$ cat config.mk
export PLATFORM = sky130hd
export DESIGN_NAME = hazard_ctrl_flat
export DESIGN_NICKNAME = d
export VERILOG_FILES = /design/src/rtl/hazard_ctrl_if.sv /design/src/rtl/hazard_ctrl.sv /design/src/flat_wrapper.sv
export SDC_FILE = /design/constraint.sdc
export NUM_CORES = 1
export LEC_CHECK = 0
export ABC_AREA = 1
export ABC_CLOCK_PERIOD_IN_PS = 2100
export CORE_MARGIN = 8
export CORE_UTILIZATION = 50
export DETAILED_ROUTE_END_ITERATION = 10
export DONT_BUFFER_PORTS = 1
export PLACE_DENSITY_LB_ADDON = 0.12
export SETUP_SLACK_MARGIN = 0.02
export SYNTH_ARGS = -nofsm -noshare
export SYNTH_HDL_FRONTEND = slang
export SYNTH_SLANG_ARGS = --single-unit
$ cat constraint.sdc
create_clock -name clk -period 2.1 [get_ports clk]
set_input_delay 0.21 -clock clk [delete_from_list [all_inputs] [get_ports clk]]
set_output_delay 0.21 -clock clk [all_outputs]
set_load 0.02 [all_outputs]
$ cat src/rtl/hazard_ctrl_if.sv
// Bundle between the pipeline (master) and the hazard/forwarding controller (slave):
// decode-stage operands, forwarding taps, multi-cycle writeback and the resulting controls.
interface hazard_ctrl_if #(
  parameter int unsigned XLEN    = 32,
  parameter int unsigned NUM_SRC = 2,
  parameter int unsigned NUM_FWD = 2,
  parameter int unsigned CNT_W   = 16
);
  logic                      id_valid;
  logic [NUM_SRC*5-1:0]      id_rs_sel;
  logic [NUM_SRC-1:0]        id_rs_used;
  logic [4:0]                id_rd;
  logic                      id_wb_en;
  logic                      id_is_mc;
  logic [NUM_FWD-1:0]        fwd_valid;
  logic [NUM_FWD-1:0]        fwd_wb_en;
  logic [NUM_FWD-1:0]        fwd_data_rdy;
  logic [NUM_FWD*5-1:0]      fwd_rd;
  logic [NUM_FWD*XLEN-1:0]   fwd_data;
  logic                      mc_wb_valid;
  logic [4:0]                mc_wb_rd;
  logic                      flush;

  logic [NUM_SRC-1:0]        fwd_en;
  logic [NUM_SRC*XLEN-1:0]   fwd_data_out;
  logic                      stall_if;
  logic                      stall_ifof;
  logic                      stall_ofex;
  logic                      stall_exmem;
  logic                      stall_memwb;
  logic                      bubble_ex;
  logic [31:0]               sb_pending;
  logic                      mc_busy;
  logic                      sb_error;
  logic [CNT_W-1:0]          stall_cnt;

  modport master (
    output id_valid, id_rs_sel, id_rs_used, id_rd, id_wb_en, id_is_mc,
    output fwd_valid, fwd_wb_en, fwd_data_rdy, fwd_rd, fwd_data,
    output mc_wb_valid, mc_wb_rd, flush,
    input  fwd_en, fwd_data_out, stall_if, stall_ifof, stall_ofex, stall_exmem, stall_memwb,
    input  bubble_ex, sb_pending, mc_busy, sb_error, stall_cnt
  );

  modport slave (
    input  id_valid, id_rs_sel, id_rs_used, id_rd, id_wb_en, id_is_mc,
    input  fwd_valid, fwd_wb_en, fwd_data_rdy, fwd_rd, fwd_data,
    input  mc_wb_valid, mc_wb_rd, flush,
    output fwd_en, fwd_data_out, stall_if, stall_ifof, stall_ofex, stall_exmem, stall_memwb,
    output bubble_ex, sb_pending, mc_busy, sb_error, stall_cnt
  );
endinterface

$ cat src/rtl/hazard_ctrl.sv
// Hazard detection, operand forwarding and multi-cycle scoreboard for the OF stage.
// Hazards are purely combinational; forwarding overrides for EX are registered.
module hazard_ctrl #(
  parameter int unsigned XLEN    = 32,
  parameter int unsigned NUM_SRC = 2,
  parameter int unsigned NUM_FWD = 2,
  parameter int unsigned CNT_W   = 16
) (
  input logic          clk,
  input logic          resetn,
  hazard_ctrl_if.slave bus
);
  logic [4:0]              rs       [NUM_SRC];
  logic [XLEN-1:0]         src_data [NUM_SRC];
  logic [NUM_SRC-1:0]      src_act;
  logic [NUM_SRC-1:0]      src_hit;
  logic [NUM_SRC-1:0]      src_rdy;
  logic                    load_use, raw, waw, structural, hz, issue;

  logic [NUM_SRC-1:0]      fwd_en_d, fwd_en_q;
  logic [NUM_SRC*XLEN-1:0] fwd_data_d, fwd_data_q;
  logic [31:0]             sb_d, sb_q;
  logic                    mc_busy_d, mc_busy_q;
  logic                    sb_err_d, sb_err_q;
  logic [CNT_W-1:0]        cnt_d, cnt_q;

  always_comb begin
    load_use = 1'b0;
    raw      = 1'b0;
    src_act  = '0;
    src_hit  = '0;
    src_rdy  = '0;
    for (int s = 0; s < NUM_SRC; s++) begin
      rs[s]       = bus.id_rs_sel[5*s +: 5];
      src_data[s] = '0;
      src_act[s]  = bus.id_valid && bus.id_rs_used[s] && (rs[s] != 5'd0);
      // Scan oldest to youngest so the youngest matching stage overrides.
      for (int i = NUM_FWD - 1; i >= 0; i--) begin
        if (bus.fwd_valid[i] && bus.fwd_wb_en[i] && (bus.fwd_rd[5*i +: 5] == rs[s])) begin
          src_hit[s]  = 1'b1;
          src_rdy[s]  = bus.fwd_data_rdy[i];
          src_data[s] = bus.fwd_data[XLEN*i +: XLEN];
        end
      end
      if (src_act[s] && src_hit[s] && !src_rdy[s]) load_use = 1'b1;
      // Uses the registered scoreboard, so a same-cycle writeback still stalls.
      if (src_act[s] && sb_q[rs[s]]) raw = 1'b1;
    end
    waw        = bus.id_valid && bus.id_wb_en && (bus.id_rd != 5'd0) && sb_q[bus.id_rd];
    structural = bus.id_valid && bus.id_is_mc && mc_busy_q;
    hz         = (load_use || raw || waw || structural) && !bus.flush;
    issue      = bus.id_valid && !hz && !bus.flush;
  end

  always_comb begin
    fwd_en_d   = '0;
    fwd_data_d = fwd_data_q;
    for (int s = 0; s < NUM_SRC; s++) begin
      if (issue && src_act[s] && src_hit[s]) begin
        fwd_en_d[s]                  = 1'b1;
        fwd_data_d[XLEN*s +: XLEN]   = src_data[s];
      end
    end

    sb_d      = sb_q;
    mc_busy_d = mc_busy_q;
    if (bus.mc_wb_valid) begin
      sb_d[bus.mc_wb_rd] = 1'b0;
      mc_busy_d          = 1'b0;
    end
    if (issue && bus.id_is_mc) begin
      mc_busy_d = 1'b1;
      if (bus.id_wb_en && (bus.id_rd != 5'd0)) sb_d[bus.id_rd] = 1'b1;
    end

    sb_err_d = sb_err_q || (bus.mc_wb_valid && !sb_q[bus.mc_wb_rd] && !mc_busy_q);

    cnt_d = cnt_q;
    if (hz && (cnt_q != {CNT_W{1'b1}})) cnt_d = cnt_q + {{(CNT_W-1){1'b0}}, 1'b1};
  end

  always_ff @(posedge clk or negedge resetn) begin
    if (!resetn) begin
      fwd_en_q   <= '0;
      fwd_data_q <= '0;
      sb_q       <= '0;
      mc_busy_q  <= 1'b0;
      sb_err_q   <= 1'b0;
      cnt_q      <= '0;
    end else begin
      fwd_en_q   <= fwd_en_d;
      fwd_data_q <= fwd_data_d;
      sb_q       <= sb_d;
      mc_busy_q  <= mc_busy_d;
      sb_err_q   <= sb_err_d;
      cnt_q      <= cnt_d;
    end
  end

  assign bus.fwd_en       = fwd_en_q;
  assign bus.fwd_data_out = fwd_data_q;
  assign bus.stall_if     = hz;
  assign bus.stall_ifof   = hz;
  assign bus.bubble_ex    = hz;
  assign bus.stall_ofex   = 1'b0;
  assign bus.stall_exmem  = 1'b0;
  assign bus.stall_memwb  = 1'b0;
  assign bus.sb_pending   = sb_q;
  assign bus.mc_busy      = mc_busy_q;
  assign bus.sb_error     = sb_err_q;
  assign bus.stall_cnt    = cnt_q;
endmodule

$ cat src/flat_wrapper.sv
// flat-port wrapper written by rule: the top's interface ports become plain ports
module hazard_ctrl_flat 
#(
  parameter int unsigned XLEN    = 32,
  parameter int unsigned NUM_SRC = 2,
  parameter int unsigned NUM_FWD = 2,
  parameter int unsigned CNT_W   = 16
)
  (clk, resetn, bus_id_valid, bus_id_rs_sel, bus_id_rs_used, bus_id_rd, bus_id_wb_en, bus_id_is_mc, bus_fwd_valid, bus_fwd_wb_en, bus_fwd_data_rdy, bus_fwd_rd, bus_fwd_data, bus_mc_wb_valid, bus_mc_wb_rd, bus_flush, bus_fwd_en, bus_fwd_data_out, bus_stall_if, bus_stall_ifof, bus_stall_ofex, bus_stall_exmem, bus_stall_memwb, bus_bubble_ex, bus_sb_pending, bus_mc_busy, bus_sb_error, bus_stall_cnt);
  hazard_ctrl_if #(.XLEN(XLEN), .NUM_SRC(NUM_SRC), .NUM_FWD(NUM_FWD), .CNT_W(CNT_W)) bus_i ();
  input logic clk;
  input logic resetn;
  input wire logic [$bits(bus_i.id_valid)-1:0] bus_id_valid;
  input wire logic [$bits(bus_i.id_rs_sel)-1:0] bus_id_rs_sel;
  input wire logic [$bits(bus_i.id_rs_used)-1:0] bus_id_rs_used;
  input wire logic [$bits(bus_i.id_rd)-1:0] bus_id_rd;
  input wire logic [$bits(bus_i.id_wb_en)-1:0] bus_id_wb_en;
  input wire logic [$bits(bus_i.id_is_mc)-1:0] bus_id_is_mc;
  input wire logic [$bits(bus_i.fwd_valid)-1:0] bus_fwd_valid;
  input wire logic [$bits(bus_i.fwd_wb_en)-1:0] bus_fwd_wb_en;
  input wire logic [$bits(bus_i.fwd_data_rdy)-1:0] bus_fwd_data_rdy;
  input wire logic [$bits(bus_i.fwd_rd)-1:0] bus_fwd_rd;
  input wire logic [$bits(bus_i.fwd_data)-1:0] bus_fwd_data;
  input wire logic [$bits(bus_i.mc_wb_valid)-1:0] bus_mc_wb_valid;
  input wire logic [$bits(bus_i.mc_wb_rd)-1:0] bus_mc_wb_rd;
  input wire logic [$bits(bus_i.flush)-1:0] bus_flush;
  output wire logic [$bits(bus_i.fwd_en)-1:0] bus_fwd_en;
  output wire logic [$bits(bus_i.fwd_data_out)-1:0] bus_fwd_data_out;
  output wire logic [$bits(bus_i.stall_if)-1:0] bus_stall_if;
  output wire logic [$bits(bus_i.stall_ifof)-1:0] bus_stall_ifof;
  output wire logic [$bits(bus_i.stall_ofex)-1:0] bus_stall_ofex;
  output wire logic [$bits(bus_i.stall_exmem)-1:0] bus_stall_exmem;
  output wire logic [$bits(bus_i.stall_memwb)-1:0] bus_stall_memwb;
  output wire logic [$bits(bus_i.bubble_ex)-1:0] bus_bubble_ex;
  output wire logic [$bits(bus_i.sb_pending)-1:0] bus_sb_pending;
  output wire logic [$bits(bus_i.mc_busy)-1:0] bus_mc_busy;
  output wire logic [$bits(bus_i.sb_error)-1:0] bus_sb_error;
  output wire logic [$bits(bus_i.stall_cnt)-1:0] bus_stall_cnt;
  assign bus_i.id_valid = bus_id_valid;
  assign bus_i.id_rs_sel = bus_id_rs_sel;
  assign bus_i.id_rs_used = bus_id_rs_used;
  assign bus_i.id_rd = bus_id_rd;
  assign bus_i.id_wb_en = bus_id_wb_en;
  assign bus_i.id_is_mc = bus_id_is_mc;
  assign bus_i.fwd_valid = bus_fwd_valid;
  assign bus_i.fwd_wb_en = bus_fwd_wb_en;
  assign bus_i.fwd_data_rdy = bus_fwd_data_rdy;
  assign bus_i.fwd_rd = bus_fwd_rd;
  assign bus_i.fwd_data = bus_fwd_data;
  assign bus_i.mc_wb_valid = bus_mc_wb_valid;
  assign bus_i.mc_wb_rd = bus_mc_wb_rd;
  assign bus_i.flush = bus_flush;
  assign bus_fwd_en = bus_i.fwd_en;
  assign bus_fwd_data_out = bus_i.fwd_data_out;
  assign bus_stall_if = bus_i.stall_if;
  assign bus_stall_ifof = bus_i.stall_ifof;
  assign bus_stall_ofex = bus_i.stall_ofex;
  assign bus_stall_exmem = bus_i.stall_exmem;
  assign bus_stall_memwb = bus_i.stall_memwb;
  assign bus_bubble_ex = bus_i.bubble_ex;
  assign bus_sb_pending = bus_i.sb_pending;
  assign bus_mc_busy = bus_i.mc_busy;
  assign bus_sb_error = bus_i.sb_error;
  assign bus_stall_cnt = bus_i.stall_cnt;
  hazard_ctrl #(.XLEN(XLEN), .NUM_SRC(NUM_SRC), .NUM_FWD(NUM_FWD), .CNT_W(CNT_W)) u_core (.clk(clk), .resetn(resetn), .bus(bus_i));
endmodule
==> out/results.ini, run 1 <==
[outcome]
run_status = finished with violations
failing_checks = negative hold slack, negative setup slack

[drt]
wire_per_inst_um = 19.3
drt_wl_total_mm = 29.9
post-route-drc-count = 0
drt_pre_antenna_iters = 9
via_density_per_instance = 5.73
drt_iter0_drc = 796
detailroute.via_count = 8892
final_antenna_net_count = 0

[final_layout]
final_cell_mix = sky130_fd_sc_hd__nand2_1, sky130_fd_sc_hd__inv_1, sky130_fd_sc_hd__nand4_1
area_delta_synth_final_pct = 20.0
fill_cells = 1609
drive_above_1_share = 0.147
design.final.nets = 1429
final_core_util = 0.605
mostFrequentLayoutCell = sky130_fd_sc_hd__nand2_1

[timing]
rsz0062_at_grt = yes
clock.fmax_mhz = 445
hold_slack_final_ps = -504
layout_worst_path_cycle_share = 1.07
max-slew-margin-rel = 0.135
final-hold-violation-count = 116
report.final.slew_viol_count = 0
max_slew.worst_pin.slew_ps = 1290
final.setup.worst_slack_ps = -149
final_critical_path_time_including_i_o_delays_and_setup_ps = 2250
tns_ps = -481
finalClockSkew_ps = 16.9
setup_viol_count_final = 8

[power_and_ir_drop]
cellPowerDensity_nw_per_um2 = 689
vdd.ir_drop.worst_mv = 0.541
power_leakage_nw = 5.25

[placement]
worst_setup_slack_after_placement_ps = -18.9
buffer_ports.inserted = 0
globalplace.congestion = 0.964
place.detailed.hpwl_mm = 21.2

[die]
die-area_um2 = 20800
placement_rows = 47
floorplan.initialDensity = 0.504
chipHeight_um = 144
die_w_um = 144
core_area_um2 = 16300
io_pins = 231

[setup_path]
cp_common_cell = sky130_fd_sc_hd__nand3_1
cp_max_stage_cell = sky130_fd_sc_hd__dfrtp_1
cp_num_buf_inv = 3
critPathArrivalTime_ps = 2040
path_max_fanout = 4
slowest_delay_ps = 450
crit_path_cell_trace = inv_2 > nand2_1 > o211ai_1 > nand3_1 > nand3_1 > nand3_1 > nand3_2 > nand3_2 > nor2_4 > buf_12 > nor2_4 > buf_12
crit_family = simple AND/OR/NAND/NOR gates
worst_ep_required_time_ps = 1890
worst_setup_path_end_kind = primary output
worst_setup_path_type = flip-flop to primary output
r2r_slack_ps = -20
crit_path_start_kind = flip-flop

[synth]
ys_seq_elements = 116
synth-main-ff-cell = sky130_fd_sc_hd__dfrtp_1
synth_sequential_area_ratio = 0.352
synthesis.area_um2 = 8240
postSynth.asyncResetShare = 1.00
syn_inst = 1269
syn-mean-instance-area_um2 = 6.49
yosys_warnings = 0
synth-edff-count = 0
synth_cell_types = 35

[cts]
cts.clk_slew.worst_paths_ps = 50
clock_latency_ps = 420
htreeDepth = 4
cts.root.buffer_cell = sky130_fd_sc_hd__clkbuf_16
cts_buffers = 17
cts.path.max_buffers = 2
cts_num_sinks = 116
cts-hold-fix-buffers = 2
tritoncts_clock_tree = built

[worst_hold_path]
min_path_type = input pin to async pin

[global_route]
grt_start_max_net_pins = 117
grt_pass1_vias = 8362
gr-total-overflow = 0
antenna_violations_before_repair = 2
grt_use_total = 0.285
grt_pass1_wl_mm = 46.2

[run]
number_of_maximum_capacitance_constraint_violations = 0

## power by group
| group | internal [mW] | switching, mW | leakage, nW |
|---|---|---|---|
| combinational | 0.502 | 0.795 | 3.38 |
| sequential | 2.37 | 0.221 | 1.58 |
| clock | 1.88 | 1.04 | 0.287 |
| total | 4.75 | 2.06 | 5.25 |
## repair_timing
action,CTS,global route
setup buffers,8,6
pin swaps,5,20
setup endpoints to repair,7,114
cloned,0,5
hold endpoints to repair,150,116
resized for setup,25,35
## final timing paths
check,startpoint,end,cells after the start
max,u_core.bus.sb_pending[27],bus_bubble_ex,12
min,resetn,u_core.bus.fwd_en[1],0
max reg2reg,u_core.bus.sb_pending[9],u_core.bus.stall_cnt[2],16
min reg2reg,u_core.bus.sb_pending[30],u_core.bus.sb_pending[30],2
max in group asynchronous,resetn,u_core.bus.fwd_data_out[2],0
min in group clk,bus_fwd_data[14],u_core.bus.fwd_data_out[46],4
## logic make-up (layout without fill, tap and decap cells)
kind of cell               count (synthesis)  count (layout)  synth area share
and+or+nand+nor                          747             748             0.403
buffers and inverters                    242             300             0.125
AOI/OAI and AO/OA                        148             148             0.103
DFF                                      116             116             0.352
xor gates and xnor gates                  14              14            0.0149
adders and majority gates                  1               1           0.00152
other                                      1               5          0.000455
## layer usage
layer	global-route usage	wire length, µm	up-vias	share of wire
li1	-	-	4261	-
met1	0.372	12300	4062	0.41
met2	0.423	13100	499	0.44
met3	0.0994	3800	70	0.13
met4	0.114	789	0	0.026
met5	0	0	-	0
## registers in the layout, indices dropped and copies added (netlist names)
name / flops
u_core.bus.fwd_data_out: 64
u_core.bus.sb_pending: 32
u_core.bus.stall_cnt: 16
u_core.bus.fwd_en: 2
u_core.bus.mc_busy: 1
u_core.bus.sb_error: 1
## worst reg2reg max path, stage by stage (launching register included)
cell                        delay, ps
sky130_fd_sc_hd__dfrtp_1          430
sky130_fd_sc_hd__nand2_1           70
sky130_fd_sc_hd__o21ai_0           90
sky130_fd_sc_hd__nand2_1           70
sky130_fd_sc_hd__nand2_1           60
sky130_fd_sc_hd__nand2_1           70
sky130_fd_sc_hd__nand2_1           50
sky130_fd_sc_hd__nor2_1            90
sky130_fd_sc_hd__nand2_1           90
sky130_fd_sc_hd__nand2_2           90
sky130_fd_sc_hd__buf_4            110
sky130_fd_sc_hd__buf_6            100
sky130_fd_sc_hd__buf_6             90
sky130_fd_sc_hd__nand4_4          220
sky130_fd_sc_hd__clkbuf_16        250
sky130_fd_sc_hd__nand4_1           70
sky130_fd_sc_hd__nand2_1           60
## area by class of cell
class	count	area (µm²)	share of cell area
Timing Repair Buffer	102	1020	0.103
Clock inverter	9	131	0.0133
Antenna cell	2	5.00	0.000506
Inverter	168	631	0.0638
Tap cell	220	275	0.0278
Clock buffer	21	450	0.0456
Multi-Input combinational cell	914	4460	0.451
Sequential cell	116	2920	0.295
## synthesized netlist by cell type, types with 5 or more instances
cell type	n	area share
sky130_fd_sc_hd__a22oi_1	7	0.0064
sky130_fd_sc_hd__buf_2	19	0.012
sky130_fd_sc_hd__buf_4	16	0.015
sky130_fd_sc_hd__buf_6	5	0.0068
sky130_fd_sc_hd__clkbuf_1	32	0.015
sky130_fd_sc_hd__dfrtp_1	116	0.35
sky130_fd_sc_hd__inv_1	156	0.071
sky130_fd_sc_hd__inv_2	8	0.0036
sky130_fd_sc_hd__nand2_1	448	0.20
sky130_fd_sc_hd__nand3_1	76	0.046
sky130_fd_sc_hd__nand4_1	118	0.090
sky130_fd_sc_hd__nor2_1	69	0.031
sky130_fd_sc_hd__nor3_1	23	0.014
sky130_fd_sc_hd__o211ai_1	15	0.014
sky130_fd_sc_hd__o21ai_0	107	0.065
sky130_fd_sc_hd__o221ai_1	6	0.0064
sky130_fd_sc_hd__xnor2_1	6	0.0064
sky130_fd_sc_hd__xor2_1	8	0.0085
## stage by stage
step / total power [mW] / cell area, µm² / instances
6_report: 6.81 / 9890 / 1552
2_1_floorplan: 3.37 / 8260 / 1271
3_3_place_gp: 3.76 / 8900 / 1499
5_1_grt: 7.10 / 9890 / 1552
3_5_place_dp: 3.77 / 8900 / 1499
4_1_cts: 6.74 / 9610 / 1539
Note: power is estimated with default switching activity, not from simulation.
==> inputs of run 2 (changes only) <==
--- a/config.mk
+++ b/config.mk
@@ -6,9 +6,9 @@
 export NUM_CORES = 1
 export LEC_CHECK = 0
 export ABC_AREA = 1
-export ABC_CLOCK_PERIOD_IN_PS = 2100
+export ABC_CLOCK_PERIOD_IN_PS = 2800
 export CORE_MARGIN = 8
-export CORE_UTILIZATION = 50
+export CORE_UTILIZATION = 40
 export DETAILED_ROUTE_END_ITERATION = 10
 export DONT_BUFFER_PORTS = 1
 export PLACE_DENSITY_LB_ADDON = 0.12
==> constraint.sdc (replaced) <==
create_clock -name clk -period 2.8 [get_ports clk]
set_input_delay 0.28 -clock clk [delete_from_list [all_inputs] [get_ports clk]]
set_output_delay 0.28 -clock clk [all_outputs]
set_load 0.02 [all_outputs]
==> run 2 against run 1 <==
Compared with the run above:
- largest cell class unchanged
- non-clock buffer count shrank 79
- critical path depth shrank 1
- clock skew shrank 3.6 ps
- the flow finishes with violations (negative hold slack)
==> out/results.ini, run 2 (synthesized netlist as in run 1, its figures left out) <==
[setup_path]
worst_setup_path_endpoint = bus_bubble_ex
crit_path_cell_trace = inv_1 > nand2_1 > nand3_1 > nand3_1 > nand3_1 > nand3_1 > nand3_1 > nand3_1 > nor2_4 > nor2_1 > buf_6
worst_r2r_start = u_core.bus.sb_pending[7]
crit_path_start_kind = flip-flop
worst_setup_path_type = flip-flop to primary output
cp_max_stage_cell = sky130_fd_sc_hd__dfrtp_1
critical_path_cell_count = 11  ; -1
cp_common_cell = sky130_fd_sc_hd__nand3_1
regToRegEndpoint = u_core.bus.sb_pending[29]
cp_num_buf_inv = 2  ; -1
path_max_fanout = 4  ; unchanged
critPathArrivalTime_ps = 2370  ; +330 ps
startpoint = u_core.bus.sb_pending[7]
worst_setup_path_end_kind = primary output
worst_ep_required_time_ps = 2520  ; +630 ps
r2r_slack_ps = 320  ; +340 ps
crit_family = simple AND/OR/NAND/NOR gates
slowest_delay_ps = 590  ; +140 ps
worst-r2r-cell-count = 12  ; -4

[cts]
cts.path.max_buffers = 2  ; unchanged
cts_num_sinks = 116  ; unchanged
htreeDepth = 4  ; unchanged
cts_buffers = 17  ; unchanged
clock_latency_ps = 420  ; about the same
cts-hold-fix-buffers = 1  ; -1
post-cts-setup-buffer-count = 0  ; -8
tritoncts_clock_tree = built
cts.clk_slew.worst_paths_ps = 60  ; about the same
cts.root.buffer_cell = sky130_fd_sc_hd__clkbuf_16

[global_route]
grt_use_total = 0.236  ; -0.0491
grt_pass1_vias = 8144  ; -2.6%
antenna_violations_before_repair = 1  ; -1
grt_start_max_net_pins = 117  ; unchanged
grt_pass1_wl_mm = 47.9  ; +3.6%
gr-total-overflow = 0  ; unchanged

[timing]
finalClockSkew_ps = 13.3  ; -3.55 ps
layout_worst_path_cycle_share = 0.947
report.final.slew_viol_count = 0  ; unchanged
max_slew.worst_pin.slew_ps = 623  ; -671 ps
setup_viol_count_final = 0  ; -8
clock.fmax_mhz = 377
rsz0062_at_grt = no
max-slew-margin-rel = 0.582  ; +0.447
tns_ps = 0  ; +481 ps
final-hold-violation-count = 116  ; unchanged
hold_slack_final_ps = -437  ; +67.1 ps
final_critical_path_time_including_i_o_delays_and_setup_ps = 2650

[die]
die_w_um = 160  ; +10%
placement_rows = 52  ; +11%
io_pins = 231  ; unchanged
floorplan.initialDensity = 0.407  ; -0.0968
core_area_um2 = 20200  ; +24%
chipHeight_um = 160  ; +10%
die-area_um2 = 25400  ; +22%

[final_layout]
largest_register_ff_count = 64  ; unchanged
mostFrequentLayoutCell = sky130_fd_sc_hd__nand2_1
drive_above_1_share = 0.0695  ; -0.0771
finalInstanceArea_um2 = 9010  ; -8.8%
fill_cells = 2174  ; +35%
area_delta_synth_final_pct = 9.35
final_cell_mix = sky130_fd_sc_hd__nand2_1, sky130_fd_sc_hd__inv_1, sky130_fd_sc_hd__nand4_1
design.final.nets = 1349  ; -5.6%

[drt]
via_density_per_instance = 5.50  ; -4.0%
drt_iter0_drc = 713  ; -10%
drt_wl_total_mm = 30.2  ; +0.93%
wire_per_inst_um = 19.8  ; +2.9%
final_antenna_net_count = 0  ; unchanged
detailroute.via_count = 8367  ; -5.9%
post-route-drc-count = 0  ; unchanged
drt_pre_antenna_iters = 5  ; -4

[placement]
globalplace.congestion = 0.922  ; -4.4%
placedInstanceArea_um2 = 8380  ; -5.8%
place.detailed.hpwl_mm = 22.0  ; +3.7%
buffer_ports.inserted = 0  ; unchanged

[run]
number_of_maximum_capacitance_constraint_violations = 0  ; unchanged

[power_and_ir_drop]
power_leakage_nw = 4.73  ; -9.8%
power.total_mw = 4.94  ; -27%
vdd.ir_drop.worst_mv = 0.308  ; -43%
cellPowerDensity_nw_per_um2 = 548  ; -20%

[outcome]
run_status = finished with violations
failing_checks = negative hold slack

[worst_hold_path]
min_path_type = input pin to async pin

-- run 2: cell types whose count changed in the layout (fill, tap and decap cells not counted), moves of 8 or more --
cell	before	now
sky130_fd_sc_hd__nand2_1	440	448
sky130_fd_sc_hd__buf_4	78	19
sky130_fd_sc_hd__inv_2	20	8
sky130_fd_sc_hd__buf_12	11	2
sky130_fd_sc_hd__inv_1	144	156
sky130_fd_sc_hd__nand3_1	68	76
-- run 2: worst min-delay path by stage --
stage | startpoint | endpoint | slack, ps | cells past startpoint
floorplan | resetn | u_core.bus.fwd_data_out[0] | -20 | 0
global placement | resetn | u_core.bus.fwd_en[0] | -10 | 0
detailed placement | resetn | u_core.bus.fwd_data_out[14] | -10 | 0
CTS | resetn | u_core.bus.fwd_en[0] | -450 | 0
global route | resetn | u_core.bus.fwd_en[0] | -460 | 0
finish | resetn | u_core.bus.sb_pending[0] | -440 | 0
-- run 2: worst reg2reg max path: stages (launching register included) --
cell and delay (ps):
sky130_fd_sc_hd__dfrtp_1 530, sky130_fd_sc_hd__inv_1 180, sky130_fd_sc_hd__nand2_1 70, sky130_fd_sc_hd__nand3_1 80
sky130_fd_sc_hd__nand3_1 80, sky130_fd_sc_hd__nand3_1 100, sky130_fd_sc_hd__nand3_1 120, sky130_fd_sc_hd__nand3_1 220
sky130_fd_sc_hd__nand3_1 150, sky130_fd_sc_hd__nor2_4 120, sky130_fd_sc_hd__buf_4 430, sky130_fd_sc_hd__nand4_1 220
sky130_fd_sc_hd__nand2_1 110
-- run 2: final cells by class --
cell class,instances,area [µm²],area share
Multi-Input combinational cell,913,4320,0.480
Inverter,168,631,0.0700
Antenna cell,1,2.50,0.000278
Clock buffer,21,460,0.0511
Timing Repair Buffer,23,204,0.0226
Tap cell,270,338,0.0375
Sequential cell,116,2920,0.324
Clock inverter,10,131,0.0146
-- run 2: repair_timing --
item | CTS | global route
endpoints found under the setup margin | 0 | 3
hold endpoints to repair | 118 | 116
gates resized for setup | 0 | 18
-- run 2: routing by layer --
metal,track usage,wire length (µm)
met5,0,0
met4,0.0776,764
met2,0.341,12800
met1,0.311,13200
met3,0.0985,3380
-- run 2: stage by stage --
stage | setup WS, ps | instances | utilization | hold WS [ps]
6_report | 148 | 1522 | 0.445 | -437
5_1_grt | 30.8 | 1522 | 0.445 | -464
4_1_cts | 63.3 | 1521 | 0.444 | -454
3_5_place_dp | 314 | 1489 | 0.414 | -10.2
3_3_place_gp | 329 | 1489 | 0.414 | -10.1
2_1_floorplan | 367 | 1271 | - | -15.6
-- run 2: power by group --
part / total, mW / switching [mW] / internal (mW)
logic: 0.698 / 0.474 / 0.224
registers: 2.00 / 0.220 / 1.78
clock network: 2.25 / 0.813 / 1.44
total: 4.94 / 1.51 / 3.44
